**config.mk**
```make
export PLATFORM = sky130hd
export DESIGN_NAME = fifo_seq_consumer
export DESIGN_NICKNAME = d
export VERILOG_FILES = /design/src/rtl/fifo_pkg.sv /design/src/rtl/fifo_skid_buf.sv /design/src/rtl/fifo_seq_consumer.sv
export SDC_FILE = /design/constraint.sdc
export NUM_CORES = 1
export LEC_CHECK = 0
export CORE_ASPECT_RATIO = 1.25
export CORE_UTILIZATION = 25
export CTS_CLUSTER_SIZE = 16
export DETAILED_ROUTE_END_ITERATION = 16
export GPL_TIMING_DRIVEN = 1
export MAX_ROUTING_LAYER = met4
export PLACE_DENSITY_LB_ADDON = 0.2
export SYNTH_ARGS = -nofsm -noshare
export SYNTH_HDL_FRONTEND = slang
export SYNTH_HIERARCHICAL = 1
export SYNTH_SLANG_ARGS = --single-unit
```
**constraint.sdc**
```tcl
create_clock -name rd_clk -period 6.3 [get_ports rd_clk]
set_input_delay 0.63 -clock rd_clk [delete_from_list [all_inputs] [get_ports rd_clk]]
set_output_delay 0.63 -clock rd_clk [all_outputs]
set_load 0.01 [all_outputs]
```
**src/rtl/fifo_pkg.sv**
```systemverilog
// fifo_pkg: shared types and defaults for the FIFO read-side consumer.
package fifo_pkg;
  typedef enum logic [1:0] {IDLE, RUN, DRAIN} cons_state_t;
  localparam int FIFO_DATA_W = 8;
  localparam logic [7:0] SEQ_INIT = 8'h01;
endpackage

```
**src/rtl/fifo_skid_buf.sv**
```systemverilog
// fifo_skid_buf: 2-entry valid/ready buffer with registered output and visible occupancy.
module fifo_skid_buf
  import fifo_pkg::*;
#(
  parameter int DATA_W = FIFO_DATA_W
) (
  input  logic              rd_clk,
  input  logic              rst_n,
  input  logic              push_i,
  input  logic [DATA_W-1:0] data_i,
  output logic [DATA_W-1:0] m_data_o,
  output logic              m_valid_o,
  input  logic              m_ready_i,
  output logic [1:0]        occ_o
);
  logic [DATA_W-1:0] out_q, out_d, skid_q, skid_d;
  logic              out_vld_q, out_vld_d, skid_vld_q, skid_vld_d, out_free;
  always_comb begin
    out_free   = !out_vld_q || m_ready_i;
    out_d      = out_free ? (skid_vld_q ? skid_q : push_i ? data_i : out_q) : out_q;
    out_vld_d  = out_free ? (skid_vld_q || push_i) : 1'b1;
    skid_vld_d = out_free ? (skid_vld_q && push_i) : (skid_vld_q || push_i);
    skid_d     = (push_i && (skid_vld_q || !out_free)) ? data_i : skid_q;
  end
  always_ff @(posedge rd_clk or negedge rst_n) begin
    if (!rst_n) begin
      out_q      <= '0;
      out_vld_q  <= 1'b0;
      skid_q     <= '0;
      skid_vld_q <= 1'b0;
    end else begin
      out_q      <= out_d;
      out_vld_q  <= out_vld_d;
      skid_q     <= skid_d;
      skid_vld_q <= skid_vld_d;
    end
  end
  assign m_data_o  = out_q;
  assign m_valid_o = out_vld_q;
  assign occ_o     = {1'b0, out_vld_q} + {1'b0, skid_vld_q};
  // Upstream credit logic must never push into a full, stalled buffer.
  a_no_overflow: assert property (@(posedge rd_clk) disable iff (!rst_n)
    !(push_i && skid_vld_q && !m_ready_i));
endmodule

```
**src/rtl/fifo_seq_consumer.sv**
```systemverilog
// fifo_seq_consumer: drains a FIFO into a valid/ready stream and checks for an incrementing sequence.
module fifo_seq_consumer
  import fifo_pkg::*;
#(
  parameter int                DATA_W   = FIFO_DATA_W,
  parameter int                CNT_W    = 16,
  parameter logic [DATA_W-1:0] EXP_INIT = SEQ_INIT
) (
  input  logic              rd_clk,
  input  logic              rst_n,
  input  logic              enable,
  input  logic              clear,
  input  logic              empty,
  input  logic [DATA_W-1:0] dout,
  output logic              rd_en,
  output logic [DATA_W-1:0] m_data,
  output logic              m_valid,
  input  logic              m_ready,
  output logic [CNT_W-1:0]  rx_count,
  output logic [CNT_W-1:0]  err_count,
  output logic              seq_err,
  output logic [DATA_W-1:0] last_bad
);
  cons_state_t       state_q, state_d;
  logic              rd_vld_q, seq_q, seq_d, mismatch, pop;
  logic [DATA_W-1:0] exp_q, exp_d, bad_q, bad_d;
  logic [CNT_W-1:0]  rx_q, rx_d, err_q, err_d;
  logic [1:0]        occ;
  logic [2:0]        credit;
  fifo_skid_buf #(.DATA_W(DATA_W)) u_buf (
    .rd_clk   (rd_clk),
    .rst_n    (rst_n),
    .push_i   (rd_vld_q),
    .data_i   (dout),
    .m_data_o (m_data),
    .m_valid_o(m_valid),
    .m_ready_i(m_ready),
    .occ_o    (occ)
  );
  // Credit counts buffered words plus the read in flight, minus the word leaving now.
  always_comb begin
    pop    = m_valid && m_ready;
    credit = {1'b0, occ} + {2'b0, rd_vld_q} - {2'b0, pop};
    rd_en  = (state_q == RUN) && !empty && (credit < 3'd2);
    state_d = state_q;
    case (state_q)
      IDLE:    if (enable) state_d = RUN;
      RUN:     if (!enable) state_d = DRAIN;
      default: if (enable) state_d = RUN;
               else if (!rd_vld_q && occ == 2'd0) state_d = IDLE;
    endcase
    mismatch = rd_vld_q && (dout != exp_q);
    rx_d  = clear ? '0 : (rd_vld_q && ~&rx_q) ? rx_q + 1'b1 : rx_q;
    err_d = clear ? '0 : (mismatch && ~&err_q) ? err_q + 1'b1 : err_q;
    seq_d = mismatch && !clear;
    bad_d = clear ? '0 : mismatch ? dout : bad_q;
    exp_d = clear ? EXP_INIT : rd_vld_q ? dout + 1'b1 : exp_q;
  end
  always_ff @(posedge rd_clk or negedge rst_n) begin
    if (!rst_n) begin
      state_q  <= IDLE;
      rd_vld_q <= 1'b0;
      exp_q    <= EXP_INIT;
      rx_q     <= '0;
      err_q    <= '0;
      seq_q    <= 1'b0;
      bad_q    <= '0;
    end else begin
      state_q  <= state_d;
      rd_vld_q <= rd_en;
      exp_q    <= exp_d;
      rx_q     <= rx_d;
      err_q    <= err_d;
      seq_q    <= seq_d;
      bad_q    <= bad_d;
    end
  end
  assign rx_count  = rx_q;
  assign err_count = err_q;
  assign seq_err   = seq_q;
  assign last_bad  = bad_q;
endmodule

```
## Yosys cells after proc, flatten, opt, wreduce, memory -nomap -nowiden

Cells that the tools add are included.

- Add/subtract/negate cells: 6
- Multiply operators: 0
- Div/mod/pow operators: 0
- Magnitude comparators: 1
- Eq/ne operators: 4
- Shift operators: 0
- Multiplexer cells: 17
- Bitwise gates (word level): 0
- Reduce and logical (&&, ||, !) cells: 32

Operators by type and width:

| cell | count |
|---|---|
| $mux 16 | 4 |
| $mux 8 | 6 |
| $add 16x1->16 const B | 2 |
| $reduce_and 16->1 | 2 |
| $logic_and 1x1->1 | 10 |
| $reduce_bool 2->1 | 5 |
| $add 8x1->8 const B | 1 |
| $mux 2 | 4 |
| $ne 8x8->1 | 1 |
| $logic_not 1->1 | 7 |
| $logic_not 2->1 | 2 |
| $ne 2x2->1 const B | 2 |
| $pmux 2 s2 | 1 |
| $add 2x1->3 | 1 |
| $logic_or 1x1->1 | 3 |
| $lt 3x2->1 const B | 1 |
| $reduce_and 3->1 | 1 |
| $reduce_bool 3->1 | 1 |
| $sub 3x1->3 | 1 |
| $add 1x1->2 | 1 |
| $eq 2x1->1 const B | 1 |
| $mux 1 | 2 |
| $reduce_and 2->1 | 1 |

- Register bits after elaboration: 70
- Latch bits: 0
- Memory bits (writable): 0
- Memory bits (read-only): 0
- Input port bits: 14
- Output and inout bits: 51
- Logic and storage cells: 71
- Memories: 0

## Longest topological paths before layout

- Word-level depth: 6
- Depth in mapped cells: 7
- Mapped depth without buffers: 7

## Modules after synthesis

Netlist, hierarchy kept.

By module, submodules not included:

| module | instances | cells an instance | area an instance (sq um) | sequential area each (sq um) |
|---|---|---|---|---|
| fifo_seq_consumer | 1 | 284 | 2808.9 | 1302.5 |
| fifo_skid_buf | 1 | 50 | 794.5 | 450.4 |

## Worst setup path after synthesis

Ideal clock, no wire load.

- Path kind: register to output
- From: reg u_buf.out_vld_q, in the netlist u_buf/m_valid_o
- To: out rd_en
- Data arrival time: 2.238 ns
- Data required time: 5.670 ns
- Slack: 3.432 ns
- Cell stages (with the launch flop): 8
- Buffers on the path: 0
- Path through: dfrtp_1 ha_1 inv_1 ha_1 nand2b_1 fa_1 xor2_1 nor4b_1

- Longest elaborated chain between the ends: 5

Ends and longest elaborated chain:

| what | RTL line | RTL |
|---|---|---|
| start: declaration | fifo_skid_buf.sv:17 | `logic out_vld_q, out_vld_d, skid_vld_q, skid_vld_d, out_free;` |
| start signal: assignment | fifo_skid_buf.sv:33 | `out_vld_q <= out_vld_d;` |
| $add 1x1->2 | fifo_skid_buf.sv:40 | `assign occ_o = {1'b0, out_vld_q} + {1'b0, skid_vld_q};` |
| net occ[0] | fifo_seq_consumer.sv:28 | `logic [1:0] occ;` |
| $add 2x1->3 | fifo_seq_consumer.sv:43 | `credit = {1'b0, occ} + {2'b0, rd_vld_q} - {2'b0, pop};` |
| $sub 3x1->3 | fifo_seq_consumer.sv:43 |  |
| $lt 3x2->1 | fifo_seq_consumer.sv:44 | `rd_en = (state_q == RUN) && !empty && (credit < 3'd2);` |
| $logic_and 1x1->1 | fifo_seq_consumer.sv:44 |  |
| end: declaration | fifo_seq_consumer.sv:15 | `output logic rd_en,` |

The timed path passes the listed nets, and every way through them passes these cells.

## Final worst setup path

- From: reg u_buf.skid_vld_q
- To: out rd_en

- Longest elaborated chain between the ends: 5

Ends and longest elaborated chain:

| what | RTL line | RTL |
|---|---|---|
| start: declaration | fifo_skid_buf.sv:17 |  |
| start signal: assignment | fifo_skid_buf.sv:35 | `skid_vld_q <= skid_vld_d;` |
| $add 1x1->2 | fifo_skid_buf.sv:40 |  |
| net occ[0] | fifo_seq_consumer.sv:28 |  |
| $add 2x1->3 | fifo_seq_consumer.sv:43 |  |
| $sub 3x1->3 | fifo_seq_consumer.sv:43 |  |
| $lt 3x2->1 | fifo_seq_consumer.sv:44 |  |
| $logic_and 1x1->1 | fifo_seq_consumer.sv:44 |  |

The timed path passes the listed nets, and every way through them passes these cells.

==> impl_metrics.py <==
metrics = {
    "sta": {
        "setup_violations": 0,
        "finalHoldViolCount": 0,
        "clock.fmax_ghz": 0.254,
        "tightest_slew_ns": 0.926,
        "setup_slack_ns": 2.36,
        "post-route-min-period_ns": 3.94,
        "skew_ns": 0.00563,
        "rsz0062_at_grt": "no",
        "relSlewSlack_pct": 38.2,
        "tns_ns": 0,
        "hold-worst-slack_ns": 0.502,
        "slew_viol_final": 0,
        "finalCritPeriodShare_pct": 62.6,
    },
    "pwr": {
        "p_switching_mw": 0.394,
        "leakagePower_nw": 1.93,
        "intPower_mw": 1.13,
        "pwr-share-seq_pct": 38.0,
        "swShare_pct": 25.9,
        "pwr-share-clk_pct": 39.6,
        "ir_drop_v": 0.000156,
        "p_comb_share_pct": 22.3,
        "p_per_area_nw_per_um2": 319,
    },
    "placement": {
        "gp_congestion": 0.696,
        "portBuffers": 64,
        "hpwl_mm": 5.54,
        "place_ws_ns": 2.43,
    },
    "setup_path": {
        "critical_path.endpoint_type": "primary output",
        "rr_startpoint": "u_buf/skid_vld_q$_DFF_PN0_",
        "r2r_cells": 7,
        "crit_start": "u_buf/skid_vld_q$_DFF_PN0_",
        "path_buf_inv": 2,
        "r2r-end": "rd_vld_q$_DFF_PN0_",
        "rrSetupSlack_ns": 3.79,
        "cp.arrival_ns": 3.31,
        "cp-start-kind": "flip-flop",
        "cp_common_cell": "ha_1",
        "crit_required_ns": 5.67,
        "cp_max_fo": 13,
        "crit_type": "reg2out",
        "crit_path_top_delay_cell": "dfrtp_1",
        "cpPeakStageDelay_ns": 0.67,
        "cp_cell_sequence": "ha_1 > inv_1 > ha_1 > nand2b_1 > fa_1 > xor2_1 > nor4b_1 > clkdlybuf4s50_1",
        "critPathTopFamily": "adder cells",
    },
    "detailed_routing": {
        "drc": 0,
        "via_per_inst": 4.76,
        "wl_per_cell_um": 14.4,
        "vias": 2756,
        "firstDrtPassIters": 4,
        "routed_wirelength_mm": 8.33,
        "antenna_left": 0,
        "drt_iter0_markers": 102,
    },
    "yosys": {
        "syn-cell-area_um2": 3600,
        "yosys_warnings": 6,
        "syn-num-nets": 354,
        "ys_ff_latch": 70,
        "seq_area_frac_synth_pct": 48.6,
        "syn_area_per_cell_um2": 10.8,
        "synth_cell_types": 52,
        "netlist_instances": 334,
    },
    "layout": {
        "diodes": 0,
        "layout_common_cells": "69 x dfrtp_1, 62 x clkdlybuf4s50_1, 40 x nor2_1",
        "regArea_um2": 1750,
        "fillers": 1436,
        "layout_commonest_cell": "dfrtp_1",
        "area_growth_pct": 32.5,
        "drive_gt1_share_pct": 16.6,
        "multiInputGateArea_um2": 1760,
        "nets": 419,
    },
    "die": {
        "core_area_um2": 13900,
        "start_util_pct": 25.9,
        "die_w_um": 109,
        "dieArea_um2": 14900,
        "top_level_ports": 65,
        "die_height_um": 136,
        "rows": 48,
    },
    "clock_tree": {
        "h-tree-depth": 3,
        "root_buffer": "clkbuf_16",
        "postCtsSetupBuffers": 0,
        "cts_tree": "yes",
        "cts_inserted_buffers": 9,
        "clk_path_buf_depth": 2,
        "cts.clk_slew.worst_paths_ns": 0.06,
        "ctsHoldBuffers": 0,
        "cts_resized": 0,
        "clock_sinks": 70,
        "clk-insertion-delay-late_ns": 0.33,
    },
    "status": {
        "status": "complete, no violations",
    },
    "min_path": {
        "hold_class": "in2async",
    },
    "job": {
        "drv_cap": 0,
    },
    "global_routing": {
        "grt.total_usage_pct": 12.6,
        "grt_max_degree": 71,
        "overflow": 0,
        "grt_pass1_vias": 2798,
        "antenna_found_initial": 0,
        "grt_pass1_wl_mm": 14.0,
    },
}
## per-stage QoR
| stage | power [mW] | utilization, % | instances | instance area [um2] |
|---|---|---|---|---|
| 2_1_floorplan | 0.784 | - | 334 | 3600 |
| 3_3_place_gp | 0.926 | 31.7 | 563 | 4420 |
| 3_5_place_dp | 0.932 | 31.7 | 563 | 4420 |
| 4_1_cts | 1.55 | 34.3 | 579 | 4770 |
| 5_1_grt | 1.61 | 34.3 | 579 | 4770 |
| 6_report | 1.52 | 34.3 | 579 | 4770 |
## per-layer routing
layer / vias to the layer above / share of wire [%] / track usage (%)
met1: 1371 / 46 / 15.5
met3: 12 / 3.4 / 1.97
met2: 45 / 49 / 19.7
met5: - / 0 / -
met4: 0 / 1.9 / 6.37
li1: 1328 / - / -
## cells in the mapped netlist, drive strengths merged
cell / number / area (um2)
a211oi: 6 / 45.0
a21oi: 11 / 55.1
a31o: 1 / 8.76
and2: 1 / 6.26
and3: 6 / 37.5
and3b: 2 / 17.5
and4: 1 / 8.76
buf: 7 / 48.8
clkbuf: 8 / 30.0
dfrtp: 69 / 1730
dfstp: 1 / 26.3
fa: 1 / 20.0
ha: 5 / 62.6
inv: 5 / 18.8
maj3: 1 / 10.0
mux2: 29 / 327
mux2i: 10 / 100
nand2: 12 / 45.0
nand2b: 3 / 18.8
nand3: 20 / 100
nand4: 12 / 81.3
nor2: 42 / 163
nor2b: 6 / 45.0
nor3: 4 / 20.0
nor3b: 2 / 15.0
nor4: 5 / 43.8
nor4b: 4 / 35.0
nor4bb: 1 / 10.0
o21a: 1 / 7.51
o21ai: 5 / 28.8
o21ba: 1 / 10.0
o311ai: 1 / 8.76
o31ai: 6 / 45.0
o41ai: 2 / 17.5
or2: 1 / 6.26
or3: 4 / 26.3
or3b: 2 / 17.5
or4: 6 / 46.3
or4b: 1 / 10.0
xnor2: 16 / 140
xor2: 13 / 114
## cell type report
class                      count  share of cell area (%)
timing repair buffer          69                    14.0
multi-input combinational    244                    36.8
clock inverter                 5                    2.20
inverter                       5                   0.393
sequential                    70                    36.7
tap                          175                    4.59
clock buffer                  11                    5.29
## kinds of logic (layout without fill, tap and decap cells)
logic type                 count (synthesis)  in the layout  share of synthesized area, %
AOI/OAI and AO/OA                         34             34                          6.28
xor gates and xnor gates                  29             29                          7.05
muxes                                     39             39                          11.8
and+or+nand+nor                          135            135                          20.9
DFF                                       70             70                          48.6
adders and majority gates                  7              7                          2.57
buffers and inverters                     20             90                          2.71
## state kept, by name (all words and copies together), names as in the netlist
register and flops:
err_count 16, exp_q 8, last_bad 8, rd_vld_q 1, rx_count 16, seq_err 1
state_q 2, u_buf/m_data_o 8, u_buf/m_valid_o 1, u_buf/skid_q 8, u_buf/skid_vld_q 1
## power groups by stage
stage	sequential, mW	clock (mW)	combinational [mW]
6_report	0.579	0.604	0.340
4_1_cts	0.580	0.625	0.348
2_1_floorplan	0.595	0	0.189
3_3_place_gp	0.583	0	0.342
5_1_grt	0.590	0.644	0.375
3_5_place_dp	0.586	0	0.346
## worst max path at each step
stage | endpoint | slack [ns] | depth (start not counted)
3_3_place_gp | rd_en | 2.46 | 8
3_5_place_dp | rd_en | 2.43 | 8
5_1_grt | rd_en | 2.21 | 8
2_1_floorplan | rd_en | 3.43 | 7
6_report | rd_en | 2.36 | 8
4_1_cts | rd_en | 2.31 | 8
No activity file was read; power rests on OpenSTA's default activity.
